$ cat src/rtl/ripple_carry_adder_4b_pkg.sv
// Shared types for the 4-bit ripple-carry adder.
// Holds the operand width and the registered result bundle.
package ripple_carry_adder_4b_pkg;

  localparam int RCA_WIDTH = 4;

  typedef struct packed {
    logic [RCA_WIDTH-1:0] sum;
    logic                 cout;
    logic                 ovf;
  } rca_res_t;

endpackage

$ cat src/rtl/ripple_carry_adder_4b_fa.sv
// One-bit full adder cell.
// Chained by the 4-bit adder to form the ripple carry.
module full_adder (
  input  logic a,
  input  logic b,
  input  logic cin,
  output logic s,
  output logic cout
);

  // Sum and carry of a single bit position.
  assign s    = a ^ b ^ cin;
  assign cout = (a & b) | (cin & (a ^ b));

endmodule

$ cat src/rtl/ripple_carry_adder_4b.sv
// 4-bit ripple-carry adder with registered result.
// Combinational sum/cout plus sum_q/cout_q/ovf_q flops.
module ripple_carry_adder_4b
  import ripple_carry_adder_4b_pkg::*;
#(
  parameter int WIDTH = RCA_WIDTH
) (
  input  logic [WIDTH-1:0] a,
  input  logic [WIDTH-1:0] b,
  input  logic             cin,
  output logic [WIDTH-1:0] sum,
  output logic             cout,
  input  logic             clk,
  input  logic             rst_n,
  output logic [WIDTH-1:0] sum_q,
  output logic             cout_q,
  output logic             ovf_q
);

  logic [WIDTH:0] c;
  rca_res_t       res_d;
  rca_res_t       res_q;

  assign c[0] = cin;

  // Carry chain: bit i consumes c[i] and produces c[i+1].
  for (genvar i = 0; i < WIDTH; i++) begin : g_fa
    full_adder u_fa (
      .a    (a[i]),
      .b    (b[i]),
      .cin  (c[i]),
      .s    (sum[i]),
      .cout (c[i+1])
    );
  end

  assign cout = c[WIDTH];

  // Signed overflow is the carry into vs. out of the sign bit.
  always_comb begin
    res_d      = '0;
    res_d.sum  = sum;
    res_d.cout = cout;
    res_d.ovf  = c[WIDTH-1] ^ c[WIDTH];
  end

  // Capture the result; reset clears it without a clock.
  always_ff @(posedge clk or negedge rst_n) begin
    if (!rst_n) begin
      res_q <= '0;
    end else begin
      res_q <= res_d;
    end
  end

  assign sum_q  = res_q.sum;
  assign cout_q = res_q.cout;
  assign ovf_q  = res_q.ovf;

endmodule

$ cat config.mk
export PLATFORM = sky130hd
export DESIGN_NAME = ripple_carry_adder_4b
export DESIGN_NICKNAME = d
export VERILOG_FILES = /design/src/rtl/ripple_carry_adder_4b_pkg.sv /design/src/rtl/ripple_carry_adder_4b_fa.sv /design/src/rtl/ripple_carry_adder_4b.sv
export SDC_FILE = /design/constraint.sdc
export NUM_CORES = 1
export LEC_CHECK = 0
export CAP_MARGIN = 0
export CORE_AREA = 2 2 39 41
export CTS_CLUSTER_DIAMETER = 30
export DETAILED_ROUTE_END_ITERATION = 8
export DIE_AREA = 0 0 41 43
export HOLD_SLACK_MARGIN = 0.1
export PLACE_DENSITY_LB_ADDON = 0.25
export SLEW_MARGIN = 20
export SYNTH_ARGS = -nofsm -noshare
export SYNTH_HDL_FRONTEND = slang
export SYNTH_SLANG_ARGS = --single-unit
export TNS_END_PERCENT = 30
$ cat constraint.sdc
create_clock -name clk -period 4.3 [get_ports clk]
set_clock_uncertainty 0.15 [all_clocks]
set_input_delay 0.86 -clock clk [delete_from_list [all_inputs] [get_ports clk]]
set_output_delay 0.86 -clock clk [all_outputs]
set_load 0.1 [all_outputs]
# Word-level counts from Yosys, hierarchy flattened
# Index checks and enable logic that the tools add are counted.
# word_totals
elab_cells	24
output_inout_bits	11
inputBits	11
register_bits	6
# classes
bitwise	21
# op_table
operator	n
bitwise XOR 1 bit	9
AND 1 bit	8
OR 1 bit	4

# Longest topological paths before layout
# Gate-level depths: netlist of the first run.
# depth
ltp_word	10
depth_mapped	9
depth_no_buf	8

# Modules after synthesis
# Synthesis of the first run repeated with hierarchy kept, for this count alone.
# unflattened
hier_cells	15
hier_area_um2	269.0
# by_module_without_submodules
mod	n_inst	area_each_um2	seq_area_each_um2	cells_each
ripple_carry_adder_4b	1	188.9	150.1	11
full_adder	4	20.0	0.0	1

# Least setup slack after synthesis of the first run
# No wires, ideal clock.
# synth_path
path_kind	input port to output port
startpoint	in a[0]
endpoint	out sum[3]
required_time_ns	3.290
path_slack_ns	0.576
cell_stages	9
arrival_time_ns	2.714
n_path_buf	1
path_cell_list	fa_1 inv_1 fa_1 inv_1 fa_1 inv_1 fa_1 inv_1 buf_4
# synth_via
elab_chain_len	8
word_cells_on_any_way	9
classes_between	bitwise (9)
# synth_lines
element	line_no	source
start, declared	ripple_carry_adder_4b.sv:8	input logic [WIDTH-1:0] a,
bitwise XOR 1 bit	ripple_carry_adder_4b_fa.sv:13	assign cout = (a & b) | (cin & (a ^ b));
AND 1 bit	ripple_carry_adder_4b_fa.sv:13	
OR 1 bit *	ripple_carry_adder_4b_fa.sv:13	
AND 1 bit *	ripple_carry_adder_4b_fa.sv:13	
OR 1 bit *	ripple_carry_adder_4b_fa.sv:13	
AND 1 bit *	ripple_carry_adder_4b_fa.sv:13	
OR 1 bit *	ripple_carry_adder_4b_fa.sv:13	
bitwise XOR 1 bit *	ripple_carry_adder_4b_fa.sv:12	assign s = a ^ b ^ cin;
end, declared	ripple_carry_adder_4b.sv:11	output logic [WIDTH-1:0] sum,
# Every way passes the cells marked *; elsewhere a longest branch is shown, timed or not.

# Final worst setup path of the first run
# Same ends and word-level chain as after synthesis.

==> results of run 1 <==
==> how the worst max path moves through the flow <==
stage | start | to | slack [ns] | depth (start not counted)
floorplan | a[0] | sum[3] | 0.58 | 9
finish | a[0] | sum[3] | 0.12 | 10
global placement | a[0] | sum[3] | 0.12 | 10
detailed placement | a[0] | sum[3] | 0.07 | 10
global route | a[0] | sum[3] | 0.01 | 10
CTS | a[0] | sum[3] | 0.06 | 10
==> through the flow <==
stage	worst slack [ns]	area (um^2)	cells	hold WS (ns)
after global routing	0.0103	567	61	0.718
after global placement	0.120	544	58	0.955
after CTS	0.0650	567	61	0.694
after detailed placement	0.0663	544	58	0.955
final	0.116	567	61	0.701
after floorplan	0.576	307	25	0.414
==> report_power, final <==
part | internal, mW | switching [mW]
logic | 0.0568 | 0.152
registers | 0.0661 | 0.00213
clock network | 0.0314 | 0.0181
==> sequential cells by signal, indices dropped and copies added (netlist names) <==
name / flops
sum_q: 4
cout_q: 1
ovf_q: 1
==> kinds of logic after synthesis <==
| kind of cell | after synthesis | synth area share [%] |
|---|---|---|
| XOR/XNOR | 1 | 2.86 |
| adder cells (fa/ha/maj) | 4 | 26.1 |
| buffers and inverters | 14 | 22.0 |
| flip-flops | 6 | 49.0 |
==> timing repair <==
action / 4_1_cts / 5_1_grt
gates resized for setup: 0 / 1
setup buffers: 0 / 0
setup endpoints to repair: 0 / 1
==> synthesized netlist by cell type, drive strengths merged <==
| cell | n | area (um^2) |
|---|---|---|
| fa | 4 | 80.1 |
| xnor2 | 1 | 8.76 |
| dfrtp | 6 | 150 |
| buf | 4 | 30.0 |
| inv | 10 | 37.5 |
==> layout make-up <==
cell class,count,area (um^2),area share (%)
Timing Repair Buffer,21,248,43.7
Sequential cell,6,150,26.5
Multi-Input combinational cell,5,88.8,15.7
Inverter,10,37.5,6.62
Clock buffer,3,22.5,3.97
Tap cell,16,20.0,3.53
==> routing by layer <==
layer  wire length [um]  vias up  global-route usage (%)
met4                 19        0                    14.0
met3                 62        2                   0.524
met2                326       14                    12.5
met5                  0        -                       0
met1                139       98                    4.04
li1                   -      102                       -
==> metrics.txt, run 1 <==
most frequent cells in the layout=clkdlybuf4s50_1 (16), inv_1 (9), dfrtp_1 (6), fa_1 (4), buf_12 (4); # nets final=62; IO Pins=22; Critical-path top delay cell=clkdlybuf4s50_1; Detail Route Antenna Nets=0; Final Hold Fails=0; Die X=41 um; initial cell density of the core=22.2%; total CTS buffers=3; Util after Layout=41.0%; Slew Limit Fails=0; largest net degree at the start of global routing=7; worst endpoint required time=3.29 ns; clk buf depth=2; number of DRC markers in iteration 0=0; critical path launch point type=input port; PnR Total Power=327 uW; gr usage total=7.54%; total congestion overflow=0; IR drop worst, VDD=0.136 mV; final setup fails=0; CP Capture Type=output pin; clock root buffer=clkbuf_4; DRC=0; outcome=finished, final reports clean; top cell family by delay on the critical path=adder cells; cts hold-fix bufs=0; GP Congestion=0.603; P_leak=0.272 nW; CP max FO=2; CP dominant cell by count=fa_1; Cell Area, Synth=307 um^2; Die Height=43 um; Die ar.=1760 um^2; clock sink count=6; Vias=216; synth-to-layout area growth=84.9%; Ys Warns=0; Worst Tran Pin Value=0.961 ns; clock transition at the registers of the reported paths=0.04 ns; worst path bufs/invs=6; Final Cycle Share=97.3%; Mapped Cells=25; max cap viols=0; Worst EP arrival=3.17 ns; worst hold path class=in -> async; post-route minimum period=4.18 ns; row count=14; Vias/cell=3.54; f_max=239 MHz; n_diodes=0; initial antenna violation count=0; fillers=132; max incr delay on CP=0.43 ns; Mapped Nets=40; Netlist cell types=5; htree depth=1; Total Wirelength=548 um; Seq/Total Area, Yosys=49.0%; mean area per synthesized cell=12.3 um^2; vias in the first global route=233; unrepaired setup endpoints after global routing=no; CTS tree=done; FF+latch count, synth=6; PortBufs=21; Max-slew headroom=35.7%; router iterations before antenna repair=1; Pwr Density=577 nW/um^2; proportion of layout cells with a drive suffix above 1=20.0%; Crit Path Class=in -> out; final setup TNS=0 ns; WL per Instance=8.98 um; Core Region=1380 um^2; commonest non-fill, non-tap cell in the layout=clkdlybuf4s50_1; first-pass GRT wire length=765 um; crit-path cells=clkdlybuf4s50_1, fa_1, inv_1, fa_1, inv_1, fa_1, inv_1, fa_1, inv_2, buf_12
(Power assumes the default switching activity.)
==> run 2: changes to the inputs <==
--- a/config.mk
+++ b/config.mk
@@ -7,7 +7,9 @@
 export LEC_CHECK = 0
 export CAP_MARGIN = 0
 export CORE_AREA = 2 2 39 41
+export CTS_BUF_LIST = sky130_fd_sc_hd__clkbuf_4
 export CTS_CLUSTER_DIAMETER = 30
+export CTS_CLUSTER_SIZE = 24
 export DETAILED_ROUTE_END_ITERATION = 8
 export DIE_AREA = 0 0 41 43
 export HOLD_SLACK_MARGIN = 0.1
@@ -15,5 +17,6 @@
 export SLEW_MARGIN = 20
 export SYNTH_ARGS = -nofsm -noshare
 export SYNTH_HDL_FRONTEND = slang
+export SYNTH_HIERARCHICAL = 1
 export SYNTH_SLANG_ARGS = --single-unit
 export TNS_END_PERCENT = 30
==> metrics.txt, run 2 <==
DRC=0 (unchanged); router iterations before antenna repair=4 (+3); EDFF count, synth=0 (unchanged); design area=544 um^2 (-4.0%); cts hold-fix bufs=0 (unchanged); Total Wirelength=522 um (-4.7%); count leader, synth=dfrtp_1; Final Hold Fails=0 (unchanged); unrepaired setup endpoints after global routing=no; setup bufs post-CTS=0 (unchanged); IR drop worst, VDD=0.189 mV (+39%); vias in the first global route=196 (-16%); synth top area cells=dfrtp_1 (56%), fa_1 (30%), buf_4 (11%); Netlist cell types=4 (-1); fillers=130 (-1.5%); initial cell density of the core=19.4% (-2.7 points); FF+latch count, synth=6 (unchanged); f_max=237 MHz (-0.92%); critical path launch point type=input port; WL per Instance=10.0 um (+12%); Cell Area, Synth=269 um^2 (-12%); Die ar.=1760 um^2 (unchanged); area leader, netlist=dfrtp_1; worst endpoint required time=3.29 ns (about the same); Synth async-reset ratio=100% (unchanged); Ys Warns=6 (+6); n_diodes=0 (unchanged); Vias/cell=3.56 (+0.47%); P_leak=0.225 nW (-18%); Vias=185 (-14%); total CTS buffers=3 (unchanged); post-route minimum period=4.22 ns (+0.0388 ns); largest net degree at the start of global routing=7 (unchanged); clock sink count=6 (unchanged); max cap viols=0 (unchanged); Worst Tran Pin Value=0.961 ns (+0.000248 ns); outcome=finished, final reports clean; clock transition at the registers of the reported paths=0.04 ns (about the same); mean area per synthesized cell=17.9 um^2 (+46%); ys flop type=dfrtp_1; placed cell count=49 (-16%); Pwr Density=605 nW/um^2 (+4.9%); Core Region=1380 um^2 (unchanged); htree depth=1 (unchanged); most frequent cells after synthesis=dfrtp_1 (6), buf_4 (4), fa_1 (4); CP max FO=2 (unchanged); total congestion overflow=0 (unchanged); worst hold path class=in -> async; Final Cycle Share=98.2% (+0.90 points); Die X=41 um (unchanged); # nets final=53 (-15%); IO Pins=22 (unchanged); PortBufs=21 (unchanged); Slew Limit Fails=0 (unchanged); most frequent cells in the layout=clkdlybuf4s50_1 (16), dfrtp_1 (6), buf_12 (4), clkbuf_4 (3), fa_2 (3); proportion of layout cells with a drive suffix above 1=33.3% (+13 points); max FFs per register=4 (unchanged); commonest non-fill, non-tap cell in the layout=clkdlybuf4s50_1; row count=14 (unchanged); Detail Route Antenna Nets=0 (unchanged); gr usage total=7.53% (-0.0077 points); GP Congestion=0.613 (+1.7%); Max-slew headroom=35.7% (about the same); Mapped Nets=30 (-25%); Worst EP arrival=3.21 ns (+0.04 ns); first-pass GRT wire length=731 um (-4.4%); final setup fails=0 (unchanged); HPWL Detailed=457 um; clock root buffer=clkbuf_4; Die Height=43 um (unchanged); final hold slack=0.693 ns (-0.00754 ns); CP Capture Type=output pin; initial antenna violation count=0 (unchanged); clk buf depth=2 (unchanged); Crit Path Class=in -> out; number of DRC markers in iteration 0=3 (+3); Mapped Cells=15 (-40%); synth-to-layout area growth=102%; final std cells w/o fill=52 (-15%); Util after Layout=39.3% (-1.6 points); CTS tree=done; Seq/Total Area, Yosys=55.8% (+6.8 points); Synth top area share=55.8% (+6.8 points); Area after DPL=514 um^2 (-5.5%)
-- run 2: per-layer routing --
metal	GRT usage, %	vias up	wire length [um]
li1	-	83	-
met1	5.37	83	156
met2	11.6	17	294
met3	1.57	2	51
met4	12.0	0	19
met5	0	-	0
-- run 2: power by group --
group          leakage [nW]  switching, mW  total (mW)  internal [mW]
Sequential           0.0699        0.00229      0.0684         0.0661
Combinational         0.141          0.150       0.209         0.0591
Clock                0.0138         0.0198      0.0513         0.0315
Total                 0.225          0.172       0.329          0.157
-- run 2: what timing repair did --
item	in CTS	in global routing
setup endpoints to repair	1	1
gates resized for setup	2	1
pin swaps	1	1
-- run 2: cell families (layout without fill, tap and decap cells) --
group | after synthesis | in the layout | share of synthesized area [%]
xor gates and xnor gates | 1 | 1 | 3.26
buffers and inverters | 4 | 25 | 11.2
DFF | 6 | 6 | 55.8
adders and majority gates | 4 | 4 | 29.8
-- run 2: worst max path at each step --
stage | end | startpoint
after floorplan | cout | a[0]
after global placement | sum[3] | a[0]
after detailed placement | sum[3] | a[0]
after CTS | sum[3] | a[0]
after global routing | sum[3] | a[0]
final | sum[3] | a[0]
-- run 2: area by class of cell --
cell class | instances | area [um^2] | share of cell area (%)
well taps | 16 | 20.0 | 3.68
multi-input cells | 5 | 96.3 | 17.7
clock buffers | 3 | 22.5 | 4.14
repair buffers | 22 | 255 | 46.9
flip-flops and latches | 6 | 150 | 27.6
-- run 2: metrics by stage --
step / total power [mW] / setup TNS (ns) / setup WS [ns]
after floorplan: 0.220 / 0 / 0.411
after global placement: 0.277 / -0.00840 / -0.00840
after detailed placement: 0.278 / -0.0473 / -0.0473
after CTS: 0.331 / 0 / 0.0340
after global routing: 0.342 / 0 / 0.0110
final: 0.329 / 0 / 0.0776
-- run 2: worst max-delay path, cell delays in order --
cell and delay [ns]:
clkdlybuf4s50_1 0.43, fa_2 0.41, fa_1 0.39, fa_2 0.36, fa_2 0.58, buf_12 0.18
==> run 3: changes to the inputs <==
--- a/config.mk
+++ b/config.mk
@@ -5,6 +5,7 @@
 export SDC_FILE = /design/constraint.sdc
 export NUM_CORES = 1
 export LEC_CHECK = 0
+export ABC_AREA = 1
 export CAP_MARGIN = 0
 export CORE_AREA = 2 2 39 41
 export CTS_BUF_LIST = sky130_fd_sc_hd__clkbuf_4
==> constraint.sdc (replaced) <==
create_clock -name clk -period 4.6 [get_ports clk]
set_clock_uncertainty 0.15 [all_clocks]
set_input_delay 0.92 -clock clk [delete_from_list [all_inputs] [get_ports clk]]
set_output_delay 0.92 -clock clk [all_outputs]
set_load 0.005 [all_outputs]
==> metrics.txt, run 3 <==
post-route minimum period=4.42 ns; switching power=35.1 uW (-80%); commonest non-fill, non-tap cell in the layout=clkdlybuf4s50_1; worst hold path class=in -> async; Seq/Total Area, Yosys=53.8% (-2.0 points); Detail Route Antenna Nets=0 (unchanged); final hold slack=0.766 ns (+0.0731 ns); outcome=finished, final reports clean; Mapped Nets=34 (+13%); Synth top area share=53.8% (-2.0 points); P_leak=0.223 nW (-0.55%); Core Region=1380 um^2 (unchanged); Ys Warns=6 (unchanged); final setup fails=0 (unchanged); max cap viols=0 (unchanged); mean area per synthesized cell=14.7 um^2 (-18%); unrepaired setup endpoints after global routing=no; total CTS buffers=3 (unchanged); Vias=193 (+4.3%); CP max FO=2 (unchanged); FF+latch count, synth=6 (unchanged); Post-CTS Resized=4 (+2); Gate power share=35.1% (-28 points); DRC=0 (unchanged); PortBufs=21 (unchanged); initial antenna violation count=0 (unchanged); router iterations before antenna repair=1 (-3); WL per Instance=9.16 um (-8.8%); Reg power frac=38.0% (+17 points); critical path launch point type=input port; Internal Power=131 uW (-16%); n_diodes=0 (unchanged); Max-slew headroom=83.6% (+48 points); GP Congestion=0.654 (+6.6%); area leader, netlist=dfrtp_1; Pwr Density=317 nW/um^2 (-48%); final std cells w/o fill=57 (+9.6%); worst endpoint required time=3.53 ns (+0.24 ns); htree depth=1 (unchanged); Die ar.=1760 um^2 (unchanged); initial cell density of the core=20.2% (+0.72 points); CTS tree=done; ys flop type=dfrtp_1; Synth async-reset ratio=100% (unchanged); count leader, synth=dfrtp_1; most frequent cells after synthesis=dfrtp_1 (6), buf_4 (4), fa_1 (4); IO Pins=22 (unchanged); Die Height=43 um (unchanged); row count=14 (unchanged); Final Hold Fails=0 (unchanged); Cell Area, Synth=279 um^2 (+3.7%); vias in the first global route=205 (+4.6%); f_max=226 MHz; placed cell count=54 (+10%); largest net degree at the start of global routing=7 (unchanged); clock sink count=6 (unchanged); synth top area cells=dfrtp_1 (54%), fa_1 (29%), buf_4 (11%); # nets final=58 (+9.4%); Mapped Cells=19 (+4); setup bufs post-CTS=0 (unchanged); first-pass GRT wire length=834 um (+14%); gr usage total=7.91% (+0.38 points); synth-to-layout area growth=87.4%; Total Wirelength=522 um (unchanged); clock transition at the registers of the reported paths=0.04 ns (about the same); CP Capture Type=output pin; Final Cycle Share=96.2%; max FFs per register=4 (unchanged); Worst EP arrival=3.35 ns (+0.14 ns); clk buf depth=2 (unchanged); Vias/cell=3.39 (-4.8%); Slew Limit Fails=0 (unchanged); Netlist cell types=5 (+1); EDFF count, synth=0 (unchanged); total congestion overflow=0 (unchanged); Crit Path Class=in -> out; clock share of power=26.9% (+11 points); Die X=41 um (unchanged); IR drop worst, VDD=0.0765 mV (-59%); cts hold-fix bufs=0 (unchanged); clock root buffer=clkbuf_4; sw frac=21.1% (-31 points); proportion of layout cells with a drive suffix above 1=19.5% (-14 points); number of DRC markers in iteration 0=0 (-3); Worst Tran Pin Value=0.245 ns (-0.716 ns); most frequent cells in the layout=clkdlybuf4s50_1 (20), dfrtp_1 (6), nand2_1 (3), clkbuf_4 (3), fa_2 (3)
==> run 3: power groups by stage <==
| stage | sequential, mW | clock, mW | combinational [mW] |
|---|---|---|---|
| after floorplan | 0.0656 | 0 | 0.0198 |
| final | 0.0632 | 0.0446 | 0.0582 |
| after global placement | 0.0637 | 0 | 0.0578 |
| after CTS | 0.0633 | 0.0466 | 0.0592 |
| after detailed placement | 0.0640 | 0 | 0.0594 |
| after global routing | 0.0636 | 0.0492 | 0.0654 |
==> run 3: logic make-up (layout without fill, tap and decap cells) <==
kind of cell | Yosys count | in the layout | share of synthesized area [%]
DFF | 6 | 6 | 53.8
buffers and inverters | 6 | 28 | 13.5
adders and majority gates | 4 | 4 | 28.7
and+or+nand+nor | 3 | 3 | 4.04
==> run 3: path summary, 6_finish.rpt <==
check,start,to,slack (ns),depth (start not counted)
min,rst_n,sum_q[1],0.77,1
max in group asynchronous,rst_n,cout_q,3.34,1
max,a[0],cout,0.18,6
min in group clk,b[3],sum_q[3],1.25,2
==> run 3: layout make-up <==
type | instances | area (um^2)
fill | 132 | 861
timing repair buffer | 23 | 224
sequential | 6 | 150
multi-input combinational | 7 | 98.8
clock buffer | 3 | 22.5
tap | 16 | 20.0
inverter | 2 | 7.51
==> run 3: through the flow <==
| stage | setup WS (ns) | TNS [ns] | instance area (um^2) | utilization (%) | power (mW) |
|---|---|---|---|---|---|
| finish | 0.176 | 0 | 523 | 37.8 | 0.166 |
| global route | 0.0676 | 0 | 523 | 37.8 | 0.178 |
| floorplan | 0.788 | 0 | 279 | - | 0.0854 |
| detailed placement | -0.135 | -0.135 | 494 | 35.7 | 0.123 |
| global placement | -0.0845 | -0.0845 | 494 | 35.7 | 0.122 |
| CTS | 0.156 | 0 | 523 | 37.8 | 0.169 |
==> run 3: layer usage <==
layer	vias up	track usage [%]	part of all wire (%)
met2	9	12.5	65
met5	-	0	0
met4	0	10.0	0
li1	95	-	-
met3	0	1.57	8.2
met1	89	6.64	27
==> run 3: critical path: stages <==
cell	delay (ns)
clkdlybuf4s50_1	0.45
fa_2	0.40
fa_2	0.35
fa_2	0.39
fa_1	0.39
clkdlybuf4s50_1	0.46
